===== src/rtl/fifo_pkg.sv =====
// fifo_pkg: shared defaults and channel indices for the 1-to-4 FIFO distributor
package fifo_pkg;
  localparam int DEF_WIDTH = 8;
  localparam int DEF_DEPTH = 8;
  localparam int CH_A = 0;
  localparam int CH_B = 1;
  localparam int CH_C = 2;
  localparam int CH_D = 3;
endpackage


===== src/rtl/demux_chan_fifo.sv =====
// demux_chan_fifo: single-channel sync FIFO with registered read data; ports: clock, reset (async low), wr_i/din_i push, rd_i pop, dout_o last popped word, empty_o/full_o pointer-derived flags
module demux_chan_fifo #(
  parameter int WIDTH  = 8,
  parameter int DEPTH  = 8,
  parameter int ADDR_W = 3
) (
  input  logic             clock,
  input  logic             reset,
  input  logic             wr_i,
  input  logic [WIDTH-1:0] din_i,
  input  logic             rd_i,
  output logic [WIDTH-1:0] dout_o,
  output logic             empty_o,
  output logic             full_o
);
  localparam logic [ADDR_W:0] ONE = 1;
  logic [ADDR_W:0]  wr_q, wr_d, rd_q, rd_d;
  logic [WIDTH-1:0] dout_q, dout_d;
  logic [WIDTH-1:0] mem_q [DEPTH];
  logic             push, pop;
  // Pointers carry one extra wrap bit so full and empty are distinguishable
  always_comb begin
    empty_o = wr_q == rd_q;
    full_o  = (wr_q[ADDR_W] != rd_q[ADDR_W]) && (wr_q[ADDR_W-1:0] == rd_q[ADDR_W-1:0]);
    push    = wr_i && !full_o;
    pop     = rd_i && !empty_o;
    wr_d    = push ? wr_q + ONE : wr_q;
    rd_d    = pop ? rd_q + ONE : rd_q;
    dout_d  = pop ? mem_q[rd_q[ADDR_W-1:0]] : dout_q;
  end
  always_ff @(posedge clock or negedge reset) begin
    if (!reset) begin
      wr_q   <= '0;
      rd_q   <= '0;
      dout_q <= '0;
    end else begin
      wr_q   <= wr_d;
      rd_q   <= rd_d;
      dout_q <= dout_d;
    end
  end
  always_ff @(posedge clock) begin
    if (push) mem_q[wr_q[ADDR_W-1:0]] <= din_i;
  end
  assign dout_o = dout_q;
endmodule


===== src/rtl/fifo_demux4.sv =====
// fifo_demux4: routes a byte stream into four channel FIFOs by select; ports: clock, reset (async low), DATA_IN/write/select producer side, full/full_ch flags, read/empty/DATA_OUT_A..D consumer side, drop_count saturating rejects
import fifo_pkg::*;
module fifo_demux4 #(
  parameter int WIDTH  = DEF_WIDTH,
  parameter int DEPTH  = DEF_DEPTH,
  parameter int ADDR_W = $clog2(DEPTH)
) (
  input  logic             clock,
  input  logic             reset,
  input  logic [WIDTH-1:0] DATA_IN,
  input  logic             write,
  input  logic [1:0]       select,
  output logic             full,
  output logic [3:0]       full_ch,
  input  logic [3:0]       read,
  output logic [3:0]       empty,
  output logic [WIDTH-1:0] DATA_OUT_A,
  output logic [WIDTH-1:0] DATA_OUT_B,
  output logic [WIDTH-1:0] DATA_OUT_C,
  output logic [WIDTH-1:0] DATA_OUT_D,
  output logic [7:0]       drop_count
);
  logic [3:0]       wr_en;
  logic [7:0]       drop_q, drop_d;
  logic [WIDTH-1:0] dout [4];
  // Fullness is judged before the edge, so a same-cycle read never rescues a write
  always_comb begin
    full   = full_ch[select];
    wr_en  = {4{write}} & (4'b1 << select) & ~full_ch;
    drop_d = (write && full && drop_q != 8'hFF) ? drop_q + 8'd1 : drop_q;
  end
  always_ff @(posedge clock or negedge reset) begin
    if (!reset) drop_q <= '0;
    else drop_q <= drop_d;
  end
  for (genvar g = 0; g < 4; g++) begin : g_ch
    demux_chan_fifo #(.WIDTH(WIDTH), .DEPTH(DEPTH), .ADDR_W(ADDR_W)) u_fifo (
      .clock  (clock),
      .reset  (reset),
      .wr_i   (wr_en[g]),
      .din_i  (DATA_IN),
      .rd_i   (read[g]),
      .dout_o (dout[g]),
      .empty_o(empty[g]),
      .full_o (full_ch[g])
    );
  end
  assign DATA_OUT_A = dout[CH_A];
  assign DATA_OUT_B = dout[CH_B];
  assign DATA_OUT_C = dout[CH_C];
  assign DATA_OUT_D = dout[CH_D];
  assign drop_count = drop_q;
endmodule


===== config.mk =====
export PLATFORM = sky130hd
export DESIGN_NAME = fifo_demux4
export DESIGN_NICKNAME = d
export VERILOG_FILES = /design/src/rtl/fifo_pkg.sv /design/src/rtl/demux_chan_fifo.sv /design/src/rtl/fifo_demux4.sv
export SDC_FILE = /design/constraint.sdc
export NUM_CORES = 1
export LEC_CHECK = 0
export BUFFER_PORTS_ARGS = -buffer_cell sky130_fd_sc_hd__clkbuf_2
export CAP_MARGIN = 20
export CORE_MARGIN = 2
export CORE_UTILIZATION = 30
export CTS_BUF_LIST = sky130_fd_sc_hd__clkbuf_4 sky130_fd_sc_hd__clkbuf_8
export CTS_CLUSTER_DIAMETER = 40
export DETAILED_ROUTE_END_ITERATION = 12
export PLACE_DENSITY = 0.44
export SLEW_MARGIN = 10
export SYNTH_ARGS = -nofsm -noshare
export SYNTH_HDL_FRONTEND = slang
export SYNTH_SLANG_ARGS = --single-unit

===== constraint.sdc =====
create_clock -name clock -period 2.5 [get_ports clock]
set_input_delay 0.5 -clock clock [delete_from_list [all_inputs] [get_ports clock]]
set_output_delay 0.5 -clock clock [all_outputs]
set_load 0.01 [all_outputs]

# ---- Word level (Yosys, flattened, before mapping)
# Memories as Yosys holds them, arrays and structs flattened. A register that Yosys moved wholly into a read port is not among the register bits.
# Cells that the tools add are included.
# W data, S select, Z words.
dict set report totals {
  regBits 40
  ramBits 256
  out_inout_bits 49
  n_memories 4
}
dict set report classes {
  n_addsub 9
  order_cmp 1
  eq_ne 13
  shifts 1
  muxes 10
  n_bitwise 3
  n_reduce_logical 26
}
# memory words word_bits read_ports rd_ports_with_merged_regs write_ports line_no
set memory_table {}
lappend memory_table {{g_ch[0].u_fifo.mem_q} 8 8 1 1 1 demux_chan_fifo.sv:19} ;# logic [WIDTH-1:0] mem_q [DEPTH];
lappend memory_table {{g_ch[1].u_fifo.mem_q} 8 8 1 1 1 demux_chan_fifo.sv:19}
lappend memory_table {{g_ch[2].u_fifo.mem_q} 8 8 1 1 1 demux_chan_fifo.sv:19}
lappend memory_table {{g_ch[3].u_fifo.mem_q} 8 8 1 1 1 demux_chan_fifo.sv:19}
# op n
set op_table {}
lappend op_table {{$add A4 B1 Y4 const B} 8}
lappend op_table {{$eq A4 B4 Y1} 4}
lappend op_table {{$logic_and A1 B1 Y1} 14}
lappend op_table {{$eq A3 B3 Y1} 4}
lappend op_table {{$logic_not A1 Y1} 12}
lappend op_table {{$mux W1} 9}
lappend op_table {{$add A8 B1 Y8 const B} 1}
lappend op_table {{$and A4 B4 Y4} 2}
lappend op_table {{$ne A8 B8 Y1 const B} 1}
lappend op_table {{$ne A1 B1 Y1} 4}
lappend op_table {{$not A4 Y4} 1}
lappend op_table {{$shl A1 B2 Y4 const A} 1}
lappend op_table {{$lt A2 B3 Y1 const B} 1}
lappend op_table {{$bmux W1 S2} 1}

# ---- Depth between registers and ports, before layout
dict set report logic_depth {
  ltp_word 7
  mapped_depth 8
  mapped_depth_nobuf 6
}

# ---- By module
# From an unflattened synthesis, not the netlist that was laid out.
dict set report hier_totals {
  cells_unflattened 717
  area_unflattened_um2 13242.7
}
# mod instances cells_each area_per_inst_um2
set modules_own_cells {}
lappend modules_own_cells {demux_chan_fifo 4 168 3190.6}
lappend modules_own_cells {fifo_demux4 1 45 480.5}

# ---- Worst setup path after synthesis
# Ideal clock, no wire load.
dict set report synth_path {
  path_kind {register to register}
  startpoint {register g_ch[2].u_fifo.rd_q[0]}
  endpoint {memory g_ch[2].u_fifo.mem_q[0][0], enable pin}
  setup_ps 383
  t_arrival_ps 1873
  required_ps 2117
  slack_ps 244
  path_stages_with_launch 7
  period_less_slack_ps 2256
  cell_sequence {dfrtp_1 buf_6 xor2_2 nor4b_4 nor3_2 nand2b_1 nor3_1}
}
dict set report synth_via {
  elab_chain_len 7
}
# item line_no
set synth_lines {}
lappend synth_lines {{start, declared} demux_chan_fifo.sv:17} ;# logic [ADDR_W:0] wr_q, wr_d, rd_q, rd_d;
lappend synth_lines {{start signal, assigned} demux_chan_fifo.sv:38} ;# rd_q <= rd_d;
lappend synth_lines {{$eq A3 B3 Y1 *} demux_chan_fifo.sv:24} ;# full_o = (wr_q[ADDR_W] != rd_q[ADDR_W]) && (wr_q[ADDR_W-1:0] == rd_q[ADDR_W-1:0]);
lappend synth_lines {{$logic_and A1 B1 Y1 *} demux_chan_fifo.sv:24}
lappend synth_lines {{net g_ch[2].u_fifo.full_o} demux_chan_fifo.sv:14} ;# output logic full_o
lappend synth_lines {{$not A4 Y4} fifo_demux4.sv:29} ;# wr_en = {4{write}} & (4'b1 << select) & ~full_ch;
lappend synth_lines {{$and A4 B4 Y4} fifo_demux4.sv:29}
lappend synth_lines {{$logic_and A1 B1 Y1 *} demux_chan_fifo.sv:25} ;# push = wr_i && !full_o;
lappend synth_lines {{$mux W1 *} demux_chan_fifo.sv:43} ;# if (push) mem_q[wr_q[ADDR_W-1:0]] <= din_i;
lappend synth_lines {{$mux W1 (implied by the code) *} demux_chan_fifo.sv:43}
lappend synth_lines {{end, declared} demux_chan_fifo.sv:19}
# Mark *: on every way through the listed nets, which the timed path passes. The rest lies on a longest branch.

# ---- Worst setup path after layout
dict set report layout_path {
  startpoint {register g_ch[3].u_fifo.wr_q[3]}
  endpoint {output port full}
}
dict set report layout_via {
  elab_chain_len 4
}
# item line_no
set layout_lines {}
lappend layout_lines {{start, declared} demux_chan_fifo.sv:17}
lappend layout_lines {{start signal, assigned} demux_chan_fifo.sv:37} ;# wr_q <= wr_d;
lappend layout_lines {{$ne A1 B1 Y1} demux_chan_fifo.sv:24}
lappend layout_lines {{$logic_and A1 B1 Y1} demux_chan_fifo.sv:24}
lappend layout_lines {{$bmux W1 S2} fifo_demux4.sv:28} ;# full = full_ch[select];
lappend layout_lines {{$mux W1 (implied by the code)} fifo_demux4.sv:28}
lappend layout_lines {{end, declared} fifo_demux4.sv:13} ;# output logic full,
# No other way between the ends. The select of a mux whose other input is x is not followed.

==> flow_metrics.py <==
metrics = {
    "outcome": {
        "status": "complete, no violations",
    },
    "worst_setup_path": {
        "r2r_slack_ps": 200,
        "slowest_stage": "dfrtp_1",
        "path_class": "flip-flop to output port",
        "arrival_ps": 1960,
        "crit_chain": "xnor2_2, nor4b_4, buf_4, nand3_2, nand4_4, buf_6",
        "reg2reg_to": "g_ch[1].u_fifo.mem_q[7][7]",
        "crit_path_end_kind": "output port",
        "cp-start-kind": "flip-flop",
        "reg2reg_from": "g_ch[1].u_fifo.rd_q[3]",
        "crit_family": "simple AND/OR/NAND/NOR gates",
        "critPathMaxFanout": 2,
        "cp.required_ps": 2000,
        "crit_buf_inv": 2,
        "r2r_cells": 8,
        "max_stage_delay_ps": 420,
    },
    "detailed_routing": {
        "wl_per_cell_um": 18.9,
        "wl_met1_um": 13100,
        "drtPass1Iterations": 4,
        "wl_met3_um": 1410,
        "dr.first_iter.drc_count": 310,
        "routed-via-count": 6684,
        "top_layer": "met4",
        "drt_wl_total_um": 28300,
        "drc": 0,
        "wl_met2_um": 13100,
        "final_antenna_net_count": 0,
        "viasPerCell": 4.46,
    },
    "timing": {
        "finalHoldViolCount": 0,
        "finClkSkew_ps": 11.2,
        "worst_slew_pin_slew_ps": 785,
        "period_needed_ps": 2460,
        "setup_viol": 0,
        "grt_setup_unrepaired": "true",
        "fin_crit_sh_pct": 98.5,
        "timing.fmax_ghz": 0.406,
        "setup_slack_ps": 37.4,
        "relSlewSlack_pct": 47.6,
        "slew_violations": 0,
        "hold_slack_ps": 247,
        "tns_ps": 0,
    },
    "power_and_ir_drop": {
        "p_total_mw": 17.8,
        "ir_worst_vdd_mv": 0.523,
        "switching_share_pct": 30.6,
        "p_comb_share_pct": 30.3,
        "seq_power_share_pct": 40.2,
        "power_switching_mw": 5.45,
        "p_clk_share_pct": 29.5,
        "p_int_mw": 12.4,
        "p_leak_nw": 5.83,
        "power_density_nw_per_um2": 1120,
    },
    "min_path": {
        "hold_class": "input port to flip-flop",
        "min_path_cells": 3,
        "hold_end": "g_ch[2].u_fifo.rd_q[2]",
        "worstHoldStart": "read[2]",
    },
    "logic_synthesis": {
        "ys_ff_latch": 328,
        "synth_top_area_share_pct": 58.4,
        "syn_area_per_cell_um2": 18.7,
        "synthDistinctLibCells": 37,
        "ys_seq_area_share_pct": 72.1,
        "syn_inst": 705,
        "yosys_warnings": 0,
        "synth_nets": 731,
        "syn_area_um2": 13200,
        "synth_top_area_cell": "edfxtp_1",
        "synthTopCellsByArea": "edfxtp_1 58%, dfrtp_1 14%, mux4_2 10%, mux2i_1 2.4%, xnor2_1 1.5%",
    },
    "grt": {
        "grt_pass1_wl_um": 43600,
        "grt_usage_pct": 13.0,
        "antenna_found_initial": 0,
        "grt_pass1_vias": 7270,
        "grt_max_degree": 38,
        "grt_overflow": 0,
    },
    "placement": {
        "place_congestion": 0.745,
        "dp_slack_ps": 351,
        "dp.cells": 1369,
        "dp_hpwl_um": 17300,
        "io_buffers": 65,
    },
    "clock_network": {
        "root_buffer": "clkbuf_8",
        "cts_tree": "done",
        "numCtsBuffers": 58,
        "clk_latency_ps": 610,
        "htree_levels": 2,
        "path_clk_slew_ps": 60,
        "cts.path.max_buffers": 3,
        "cts.sinks": 328,
    },
    "floorplan": {
        "die_h_um": 213,
        "dieArea_um2": 45500,
        "die_width_um": 213,
        "rows": 76,
        "coreArea_um2": 43200,
        "initial_core_util_pct": 30.5,
        "pin_count": 66,
    },
    "finish": {
        "area.growth.synth_to_final_pct": 20.7,
        "final-instance-count-excl-fill": 1498,
        "drive_above_1_share_pct": 36.7,
        "final_nets": 891,
    },
    "job": {
        "drv_cap": 0,
    },
}
-- cells in the mapped netlist, drive strengths merged --
cell    instances
clkbuf         11
xor2           25
nand4           5
and3           10
and4            1
inv             4
nor3           10
nand2          51
nor2           34
edfxtp        256
ha              9
mux2            9
o21ai          32
nand3b          2
or3             1
nor3b           1
xnor2          22
buf            26
dfrtp          72
mux2i          32
nand2b         12
nor4b           4
nand3          12
mux4           64
-- worst max-delay path by stage --
stage,slack (ps),from,depth (start not counted),endpoint
final,40,g_ch[3].u_fifo.wr_q[3],6,full
after global routing,-90,g_ch[3].u_fifo.wr_q[3],6,full
after CTS,-60,g_ch[1].u_fifo.wr_q[0],5,full
after detailed placement,350,g_ch[0].u_fifo.wr_q[1],5,full
after global placement,370,g_ch[0].u_fifo.wr_q[1],5,full
after floorplan,240,g_ch[2].u_fifo.rd_q[0],6,g_ch[2].u_fifo.mem_q[0][0]
-- power groups by stage --
| stage | clock network [mW] | logic [mW] | registers [mW] |
|---|---|---|---|
| 4_1_cts | 5.44 | 5.44 | 7.17 |
| 3_3_place_gp | 0 | 5.00 | 7.27 |
| 3_5_place_dp | 0 | 5.08 | 7.30 |
| 5_1_grt | 5.65 | 5.97 | 7.25 |
| 2_1_floorplan | 0 | 3.67 | 7.23 |
| 6_report | 5.25 | 5.40 | 7.15 |
-- cells in the final DEF (no fill, tap or decap), drive strengths merged, types with 12 or more instances in the layout --
master,n
buf,76
clkbuf,143
clkinv,15
dfrtp,72
edfxtp,256
mux2i,32
mux4,64
nand2,51
nand2b,12
nand3,12
nor2,34
o21ai,32
xnor2,22
xor2,25
-- final cells by class --
cell class	instances	area, µm²
tap	585	732
sequential	328	9500
timing repair buffer	137	921
inverter	4	15.0
clock buffer	83	1000
fill	4097	27300
antenna	1	2.50
clock inverter	24	243
multi-input combinational	336	3470
-- metrics by stage --
step / area (µm²) / utilization [%]
floorplan: 13200 / -
global placement: 14400 / 33.3
detailed placement: 14400 / 33.3
CTS: 15800 / 36.6
global route: 15900 / 36.8
finish: 15900 / 36.8
-- state kept, by name, indices dropped and copies added, names as in the netlist --
name                cells
g_ch.u_fifo.wr_q       16
g_ch.u_fifo.mem_q     256
drop_count              8
g_ch.u_fifo.dout_o     32
g_ch.u_fifo.rd_q       16
-- per-layer routing --
metal / vias up / track usage [%]
li1: 3054 / -
met1: 3431 / 17.9
met2: 147 / 20.3
met3: 52 / 2.74
met4: 0 / 4.86
met5: - / 0
-- kinds of logic after synthesis --
logic type / Yosys count / share of synthesized area (%)
compound gates: 32 / 1.22
xor+xnor: 47 / 3.53
fa+ha+maj: 9 / 0.856
buf+inv: 41 / 1.94
flops: 328 / 72.1
mux: 105 / 14.3
simple gates: 143 / 6.00
-- worst min-delay path, stage by stage --
cell and delay (ps):
clkbuf_2 100, and3_1 150, xor2_1 60
-- what timing repair did --
item,CTS,global route
pin swaps,5,8
gates cloned,0,0
endpoints found under the setup margin,4,13
setup buffers,16,4
hold buffers,1,0
hold endpoints to repair,36,0
resized for setup,14,12
(Power assumes the default switching activity.)
